**src/rtl/branch_target_buffer_pkg.sv**
```systemverilog
// Shared types for the direct-mapped branch target buffer: PC width, BTB geometry and sweep state.
package branch_target_buffer_pkg;

    localparam int ADDR_WIDTH = 32;
    typedef logic [ADDR_WIDTH-1:0] PC;

    localparam int BTB_ENTRY_NUM   = 64;
    localparam int BTB_INDEX_WIDTH = $clog2(BTB_ENTRY_NUM);
    localparam int BTB_TAG_WIDTH   = ADDR_WIDTH - BTB_INDEX_WIDTH - 2;

    typedef logic [BTB_INDEX_WIDTH-1:0] BtbIndex;
    typedef logic [BTB_TAG_WIDTH-1:0]   BtbTag;

    typedef struct packed {
        logic  valid;
        BtbTag tag;
        PC     target;
    } BtbEntry;

    typedef enum logic {
        BTB_INIT,
        BTB_READY
    } BtbState;

endpackage

```
**src/rtl/branch_target_buffer_sweep_ctrl.sv**
```systemverilog
// Clear-sweep controller: walks every BTB index once after reset or invalidate, then reports ready.
//  state     | meaning
//  BTB_INIT  | clearing valid[sw_idx], one entry per cycle
//  BTB_READY | table usable for lookup and update
module btb_sweep_ctrl
    import branch_target_buffer_pkg::*;
#(
    parameter int ENTRY_NUM = BTB_ENTRY_NUM,
    localparam int INDEX_W  = $clog2(ENTRY_NUM)
) (
    input  logic               clk,
    input  logic               rst,
    input  logic               invalidate_all,
    output logic               clr_en,
    output logic [INDEX_W-1:0] clr_idx,
    output logic               ready
);

    localparam logic [INDEX_W-1:0] IDX_ONE  = INDEX_W'(1);
    localparam logic [INDEX_W-1:0] IDX_LAST = INDEX_W'(ENTRY_NUM - 1);

    BtbState            state_q, state_d;
    logic [INDEX_W-1:0] sw_idx_q, sw_idx_d;
    logic               ready_q, ready_d;

    always_comb begin
        state_d  = state_q;
        sw_idx_d = sw_idx_q;
        ready_d  = ready_q;
        // Invalidate restarts the walk from index 0 regardless of progress.
        if (invalidate_all) begin
            state_d  = BTB_INIT;
            sw_idx_d = '0;
            ready_d  = 1'b0;
        end else if (state_q == BTB_INIT) begin
            sw_idx_d = sw_idx_q + IDX_ONE;
            if (sw_idx_q == IDX_LAST) begin
                state_d  = BTB_READY;
                sw_idx_d = '0;
                ready_d  = 1'b1;
            end
        end
    end

    always_ff @(posedge clk or posedge rst) begin
        if (rst) begin
            state_q  <= BTB_INIT;
            sw_idx_q <= '0;
            ready_q  <= 1'b0;
        end else begin
            state_q  <= state_d;
            sw_idx_q <= sw_idx_d;
            ready_q  <= ready_d;
        end
    end

    assign clr_en  = (state_q == BTB_INIT);
    assign clr_idx = sw_idx_q;
    assign ready   = ready_q;

endmodule

```
**src/rtl/branch_target_buffer.sv**
```systemverilog
// Direct-mapped BTB: combinational lookup on the fetch PC, synchronous update from branch resolution.
// Optional BTB_HYSTERESIS_EN adds a per-entry confidence bit so one stray alias cannot evict a hot entry.
module branch_target_buffer
    import branch_target_buffer_pkg::*;
#(
    parameter int ENTRY_NUM = BTB_ENTRY_NUM
) (
    input  logic clk,
    input  logic rst,
    input  PC    lookupPc,
    output logic btbHit,
    output PC    btbPredictedPc,
    input  logic updateEn,
    input  PC    updatePc,
    input  PC    updateTarget,
    input  logic updateTaken,
    input  logic invalidateAll,
    output logic ready
);

    localparam int INDEX_W = $clog2(ENTRY_NUM);
    localparam int TAG_W   = ADDR_WIDTH - INDEX_W - 2;

    logic [INDEX_W-1:0] lk_idx, up_idx, clr_idx;
    logic [TAG_W-1:0]   lk_tag, up_tag;
    logic               clr_en, upd_ok, write_en;
    logic               unused_pc_lsbs;

    logic [ENTRY_NUM-1:0] valid_q, valid_d;
    logic [TAG_W-1:0]     tag_mem [ENTRY_NUM];
    PC                    tgt_mem [ENTRY_NUM];

    assign lk_idx = lookupPc[INDEX_W+1:2];
    assign lk_tag = lookupPc[ADDR_WIDTH-1:INDEX_W+2];
    assign up_idx = updatePc[INDEX_W+1:2];
    assign up_tag = updatePc[ADDR_WIDTH-1:INDEX_W+2];
    assign unused_pc_lsbs = ^{lookupPc[1:0], updatePc[1:0]};

    btb_sweep_ctrl #(.ENTRY_NUM(ENTRY_NUM)) u_sweep (
        .clk            (clk),
        .rst            (rst),
        .invalidate_all (invalidateAll),
        .clr_en         (clr_en),
        .clr_idx        (clr_idx),
        .ready          (ready)
    );

    // Updates only land in READY; a concurrent invalidate discards them.
    assign upd_ok = ready & updateEn & ~invalidateAll;

`ifdef BTB_HYSTERESIS_EN
    logic [ENTRY_NUM-1:0] conf_q, conf_d;
    logic                 up_hit;

    assign up_hit   = valid_q[up_idx] & (tag_mem[up_idx] == up_tag);
    assign write_en = upd_ok & updateTaken & (~valid_q[up_idx] | ~conf_q[up_idx] | up_hit);

    always_comb begin
        conf_d = conf_q;
        if (clr_en) conf_d[clr_idx] = 1'b0;
        if (upd_ok) begin
            if (updateTaken)  conf_d[up_idx] = write_en;
            else if (up_hit)  conf_d[up_idx] = 1'b0;
        end
    end

    always_ff @(posedge clk) begin
        conf_q <= conf_d;
    end
`else
    assign write_en = upd_ok & updateTaken;
`endif

    always_comb begin
        valid_d = valid_q;
        if (clr_en)   valid_d[clr_idx] = 1'b0;
        if (write_en) valid_d[up_idx]  = 1'b1;
    end

    always_ff @(posedge clk or posedge rst) begin
        if (rst) valid_q <= '0;
        else     valid_q <= valid_d;
    end

    always_ff @(posedge clk) begin
        if (write_en) begin
            tag_mem[up_idx] <= up_tag;
            tgt_mem[up_idx] <= updateTarget;
        end
    end

    // Read path sees pre-update contents when update and lookup share an index.
    assign btbHit         = ready & valid_q[lk_idx] & (tag_mem[lk_idx] == lk_tag);
    assign btbPredictedPc = btbHit ? tgt_mem[lk_idx] : '0;

endmodule
```
**config.mk**
```make
export PLATFORM = sky130hd
export DESIGN_NAME = branch_target_buffer
export DESIGN_NICKNAME = d
export VERILOG_FILES = /design/src/rtl/branch_target_buffer_pkg.sv /design/src/rtl/branch_target_buffer_sweep_ctrl.sv /design/src/rtl/branch_target_buffer.sv
export SDC_FILE = /design/constraint.sdc
export NUM_CORES = 2
export LEC_CHECK = 0
export BUFFER_PORTS_ARGS = -buffer_cell sky130_fd_sc_hd__buf_2
export CORE_ASPECT_RATIO = 0.75
export CORE_MARGIN = 8
export CORE_UTILIZATION = 40
export DETAILED_ROUTE_END_ITERATION = 12
export GPL_TIMING_DRIVEN = 0
export PLACE_DENSITY_LB_ADDON = 0.05
export SETUP_SLACK_MARGIN = 0.2
export SLEW_MARGIN = 15
export SYNTH_ARGS = -nofsm -noshare
export SYNTH_HDL_FRONTEND = slang
export SYNTH_SLANG_ARGS = --single-unit
export TNS_END_PERCENT = 1
```
**constraint.sdc**
```tcl
create_clock -name clk -period 9.8 [get_ports clk]
set_clock_uncertainty 0.1 [all_clocks]
set_input_delay 0.49 -clock clk [delete_from_list [all_inputs] [get_ports clk]]
set_output_delay 0.49 -clock clk [all_outputs]
set_load 0.05 [all_outputs]
```
; ---- After elaboration in Yosys (flattened, before gate mapping)
; Memory sizes are Yosys's and may differ from the RTL's.
; Index checks and enable logic that the tools add are counted.
[op_classes]
n_lt_le_gt_ge = 5
mul = 0
shift = 0
addsub = 1
n_div = 0
n_mux = 20
n_bitwise = 9
n_eq_ne = 3
n_reduce_logical = 4
[op_table]
columns = operator, n
row1 = 2-to-1 mux 64 bit, 2
row2 = AND 64 bit, 1
row3 = inverter 64 bit, 1
row4 = bitwise OR 64 bit, 1
row5 = 2-to-1 mux 32 bit, 1
row6 = == test 24 bit, 1
row7 = < comparator 6 x 7 -> 1 bit (second input constant), 3
row8 = 2-to-1 mux 6 bit, 3
row9 = demux 1 bit (select 6 bit), 2
row10 = >= comparator 6 x 1 -> 1 bit (second input constant), 2
row11 = 2-to-1 mux 1 bit, 11
row12 = adder 6 x 1 -> 6 bit (second input constant), 1
row13 = binary-select mux 1 bit (select 6 bit), 1
row14 = == test 6 bit (second input constant), 1
row15 = AND 1 bit, 5
row16 = logical AND 1 bit, 2
row17 = != test 2 bit (second input constant), 1
row18 = AND reduction 2 bit, 1
row19 = nonzero test 2 bit, 1
row20 = inverter 1 bit, 1
[totals]
output_inout_bits = 34
in_bits = 101
register_bits = 72
wordCells = 48
mem_bits_rw = 3584
n_memories = 2
latchBits = 0
romBits = 0
[memory_table]
columns = name, depth, width, read_ports, rd_ports_with_merged_regs, wr, line
row1 = tgt_mem, 64, 32, 1, 0, 1, branch_target_buffer.sv:31  ; PC tgt_mem [ENTRY_NUM];
row2 = tag_mem, 64, 24, 1, 0, 1, branch_target_buffer.sv:30  ; logic [TAG_W-1:0] tag_mem [ENTRY_NUM];

; ---- Longest topological paths before layout
[depth]
word_depth = 9
ltp_mapped = 16
depth_no_buf = 9

; ---- Cells and area by module
; From an unflattened synthesis, not the netlist that was laid out.
[hier_totals]
cells_unflattened = 6139
hier_area_um2 = 140614.9
[modules_own_cells]
columns = mod, area_per_inst_um2, seq_area_each_um2, instances, cells_per_inst
row1 = branch_target_buffer, 140223.2, 109224.8, 1, 6102
row2 = btb_sweep_ctrl, 391.6, 200.2, 1, 37

; ---- Worst setup path before layout
; Ideal clock, no wire load.
[synth_timing]
kind = input to register
from = in invalidateAll
to = mem tag_mem[14][0] (netlist name) (enable)
t_arrival_ps = 3844
cell_stages = 6
setup_slack_ps = 5386
cell_sequence = clkbuf_1 -> nand4b_1 -> nor2_1 -> nand3_1 -> clkbuf_1 -> nor2_1
[synth_between]
elab_chain_len = 5
[synth_rtl]
columns = element, line
row1 = start: declaration, branch_target_buffer.sv:17  ; input logic invalidateAll,
row2 = inverter 1 bit, branch_target_buffer.sv:49  ; assign upd_ok = ready & updateEn & ~invalidateAll;
row3 = AND 1 bit, branch_target_buffer.sv:49
row4 = AND 1 bit, branch_target_buffer.sv:71  ; assign write_en = upd_ok & updateTaken;
row5 = 2-to-1 mux 1 bit, branch_target_buffer.sv:86  ; if (write_en) begin
row6 = 2-to-1 mux 1 bit (not written as such), branch_target_buffer.sv:87  ; tag_mem[up_idx] <= up_tag;
row7 = end: declaration, branch_target_buffer.sv:30
; Every way passes these cells.

; ---- Worst setup path in the final report
[layout_timing]
from = in lookupPc[5]
to = out btbPredictedPc[4]
[layout_between]
elab_chain_len = 5
[layout_rtl]
columns = element, line
row1 = start: declaration, branch_target_buffer.sv:10  ; input PC lookupPc,
row2 = branches (longest 4 deep; another with memory read (64 x 24 bit)), --
row3 = 2-to-1 mux 32 bit *, branch_target_buffer.sv:94  ; assign btbPredictedPc = btbHit ? tgt_mem[lk_idx] : '0;
row4 = end: declaration, branch_target_buffer.sv:12  ; output PC btbPredictedPc,
; Every way passes the cells marked *. The select of a mux whose other input is x is not followed.

==> metrics.md <==
| Metric | Value |
|---|---|
| Status | finished, final reports clean |
| First-pass GRT wire length | ~700000 µm |
| TNS Setup | 0 ps |
| Max frequency | between 0.1 and 0.15 GHz |
| Lkg Pwr | 52.4 nW |
| Most common cell in the synthesized netlist | edfxtp_1 |
| Tightest Pin Transition | 1330 ps |
| Chip width | between 700 and 800 µm |
| Peak VDD IR | ~170 µV |
| Worst R2R Path Depth | 8 |
| Final hold violation count | 0 |
| Drt first pass iters | 8 |
| Clock buffer depth | 4 |
| Mean Syn Cell Area | ~23 µm² |
| Post-layout min period | 7400 ps |
| Vias in the first global route | about 72000 |
| GR Util All Layers | between 20% and 30% |
| Design area | ~0.17 mm² |
| Num ports | 135 |
| Critical Path RT | between 9000 and 10000 ps |
| Library cells used by synthesis | approximately 70 |
| Hold Buf Count CTS | 10 |
| Post-detail-place hpwl | approximately 380000 µm |
| TritonCTS clock tree | yes |
| H-tree Lvls | 5 |
| Vias | 75700 |
| Max Slew Vio Count | 0 |
| Main synth FF type | edfxtp_1 |
| Clk_lat worst skew | about 900 ps |
| Largest net degree at the start of global routing | 65 |
| Crit Path Category | input pin to output pin |
| FILL cells | around 28000 |
| RSZ-0062 raised after global routing | false |
| Num Clock Sinks | approximately 3700 |
| Max_cap viols | 0 |
| WP data arrival | approximately 6800 ps |
| Layout cells sized above 1 | 33.0% |
| Syn. warnings | 0 |
| CP Max Fanout | 11 |
| Relative slew margins | around 11% |
| Cells after Synth | approximately 6000 |
| Initial antenna violation count | 38 |
| Row count | around 190 |
| Gr ovfl total | 0 |
| Cell count after placement | roughly 11000 |
| Total power | around 33 mW |
| Final #Nets | approximately 7000 |
| Worst setup EP type | output pin |
| Die H | ~530 µm |
| Yosys reg bits | 3656 |
| Worst hold path type | input pin to register |
| Post-synth ARST share | 1.97% |
| Startpoint types | input pin |
| Commonest cells in the netlist | edfxtp_1 (3584), mux4_2 (1006), o21ai_0 (160) |
| Cell Pwr Density | around 200 mW/mm² |
| Initial core utilization | about 40% |
| CTS resizes | 0 |
| CTS buffer count | about 380 |
| Period utilization | roughly three quarters |
| DRC | 0 |
| Placed inst area | roughly 0.16 mm² |
| Proportion of netlist area held by the largest area contributor | approximately 77% |
| Sequential area share after synthesis | ~80% |
| Hold path cells | 1 |
| Post-route ant nets | 0 |
| Largest area contributor in the netlist | edfxtp_1 |
| Post-detailed-routing wire length | ~540000 µm |
| Routability Congestion | around 0.83 |
| Area Overhead vs Synth | 18.7% |
| Post-Syn Area | approximately 0.14 mm² |
| WL per Instance | between 40 and 50 µm |
| Synth top area cells | edfxtp_1 (77%), mux4_2 (16%), dfrtp_1 (1.3%) |
| Syn Nets | between 6000 and 7000 |
| Reg clk slew, reported paths | roughly 60 ps |
| Via-per-instance ratio | roughly 6.4 |
| Die area | roughly 0.37 mm² |
| Core area | approximately 0.35 mm² |
| WHS | approximately 15 ps |
| Initial DRC count | ~13000 |
| Clk root buf | clkbuf_16 |
| PortBufs | around 120 |
| EDFF count, synth | between 3000 and 4000 |
| Post-CTS setup buffer count | 0 |
| Final setup vio count | 0 |
| Fin cells | about 12000 |
[cell families after synthesis]
| group | count (synthesis) | synth area share (%) |
|---|---|---|
| AO/OA/AOI/OAI | 391 | 1.77 |
| XOR/XNOR | 27 | 0.168 |
| adder cells (fa/ha/maj) | 1 | 0.00889 |
| buffers and inverters | 341 | 1.27 |
| flip-flops | 3656 | 77.8 |
| multiplexers | 1186 | 17.6 |
| AND/OR/NAND/NOR | 406 | 1.42 |
[stage by stage]
step / worst slack [ps] / util, %
after floorplan: 5390 / -
after global routing: 2470 / 47.7
final: 2400 / 47.7
after detailed placement: 2560 / 44.3
after global placement: -2470 / 42.1
after CTS: 2540 / 47.7
[sequential cells by signal, summed over array words and instances, names as in the netlist]
register         count
tgt_mem           2048
tag_mem           1536
valid_q             64
u_sweep.clr_idx      6
u_sweep.ready        1
u_sweep.state_q      1
[layout make-up]
cell class              count  area, µm²  share of cell area [%]
diodes                     20       50.0                  0.0300
plain buffers             334       1850                    1.11
clock buffers             470      10000                    5.99
clock inverters           205       1640                   0.979
inverters                   7       28.8                  0.0172
multi-input cells        2011      30000                    17.9
flip-flops and latches   3656     109000                    65.5
well taps                4655       5820                    3.49
repair buffers            480       8220                    4.92
[power by group]
group,leakage [nW],switching [mW],internal (mW)
Sequential,32.9,0.00668,17.2
Clock,5.68,6.17,7.85
Combinational,13.8,1.20,0.594
Total,52.4,7.38,25.6
[routing by layer]
metal	up-vias	wire (µm)	track usage [%]	share of wire (%)
met1	42600	240000	44.8	45
met5	-	62	0	0.012
li1	27600	-	-	-
met2	4770	226000	40.1	42
met3	653	60300	7.17	11
met4	10	12200	6.00	2.3
[cells in the final DEF (no fill, tap or decap), types with 14 or more instances in the layout]
master      count
clkinv_1       87
nand3_1        19
mux4_2       1006
nand2_1       104
edfxtp_1     3584
diode_2        20
bufinv_16      24
clkinvlp_4     15
nor2_4         64
clkbuf_16     387
nor2b_1        35
clkbuf_1      148
clkbuf_2       47
mux2i_1       130
buf_1          16
o21ai_0       160
buf_12        257
dfrtp_1        72
a31oi_1        16
buf_6          25
mux2_2         37
clkinv_2       69
a22oi_1        52
nor2_1         44
buf_4          37
xnor2_1        14
nand2b_1       19
nor3_1         21
a211oi_1       27
a21oi_1        31
buf_2         266
and3_1         33
o22ai_1        35
buf_16         82
[critical path: stages]
cell	delay (ps)
buf_2	180
buf_2	250
inv_1	250
buf_2	460
buf_2	750
buf_2	760
nand2_1	120
a32oi_1	310
a21oi_1	110
a31oi_1	580
nand4_1	470
nor3_4	300
buf_8	220
buf_2	640
and3_1	450
buf_2	330
[worst paths after layout]
path | start | end | slack (ps)
worst min register to register | valid_q[30] | valid_q[30] | 410
worst max-delay path | lookupPc[5] | btbPredictedPc[4] | 2400
min in group asynchronous | rst | valid_q[4] | 640
max in group asynchronous | rst | valid_q[54] | 8400
worst max register to register | u_sweep.ready | tgt_mem[29][10] | 5650
worst min-delay path | updatePc[24] | tag_mem[38][16] | 10
Note: power is estimated with default switching activity, not from simulation.
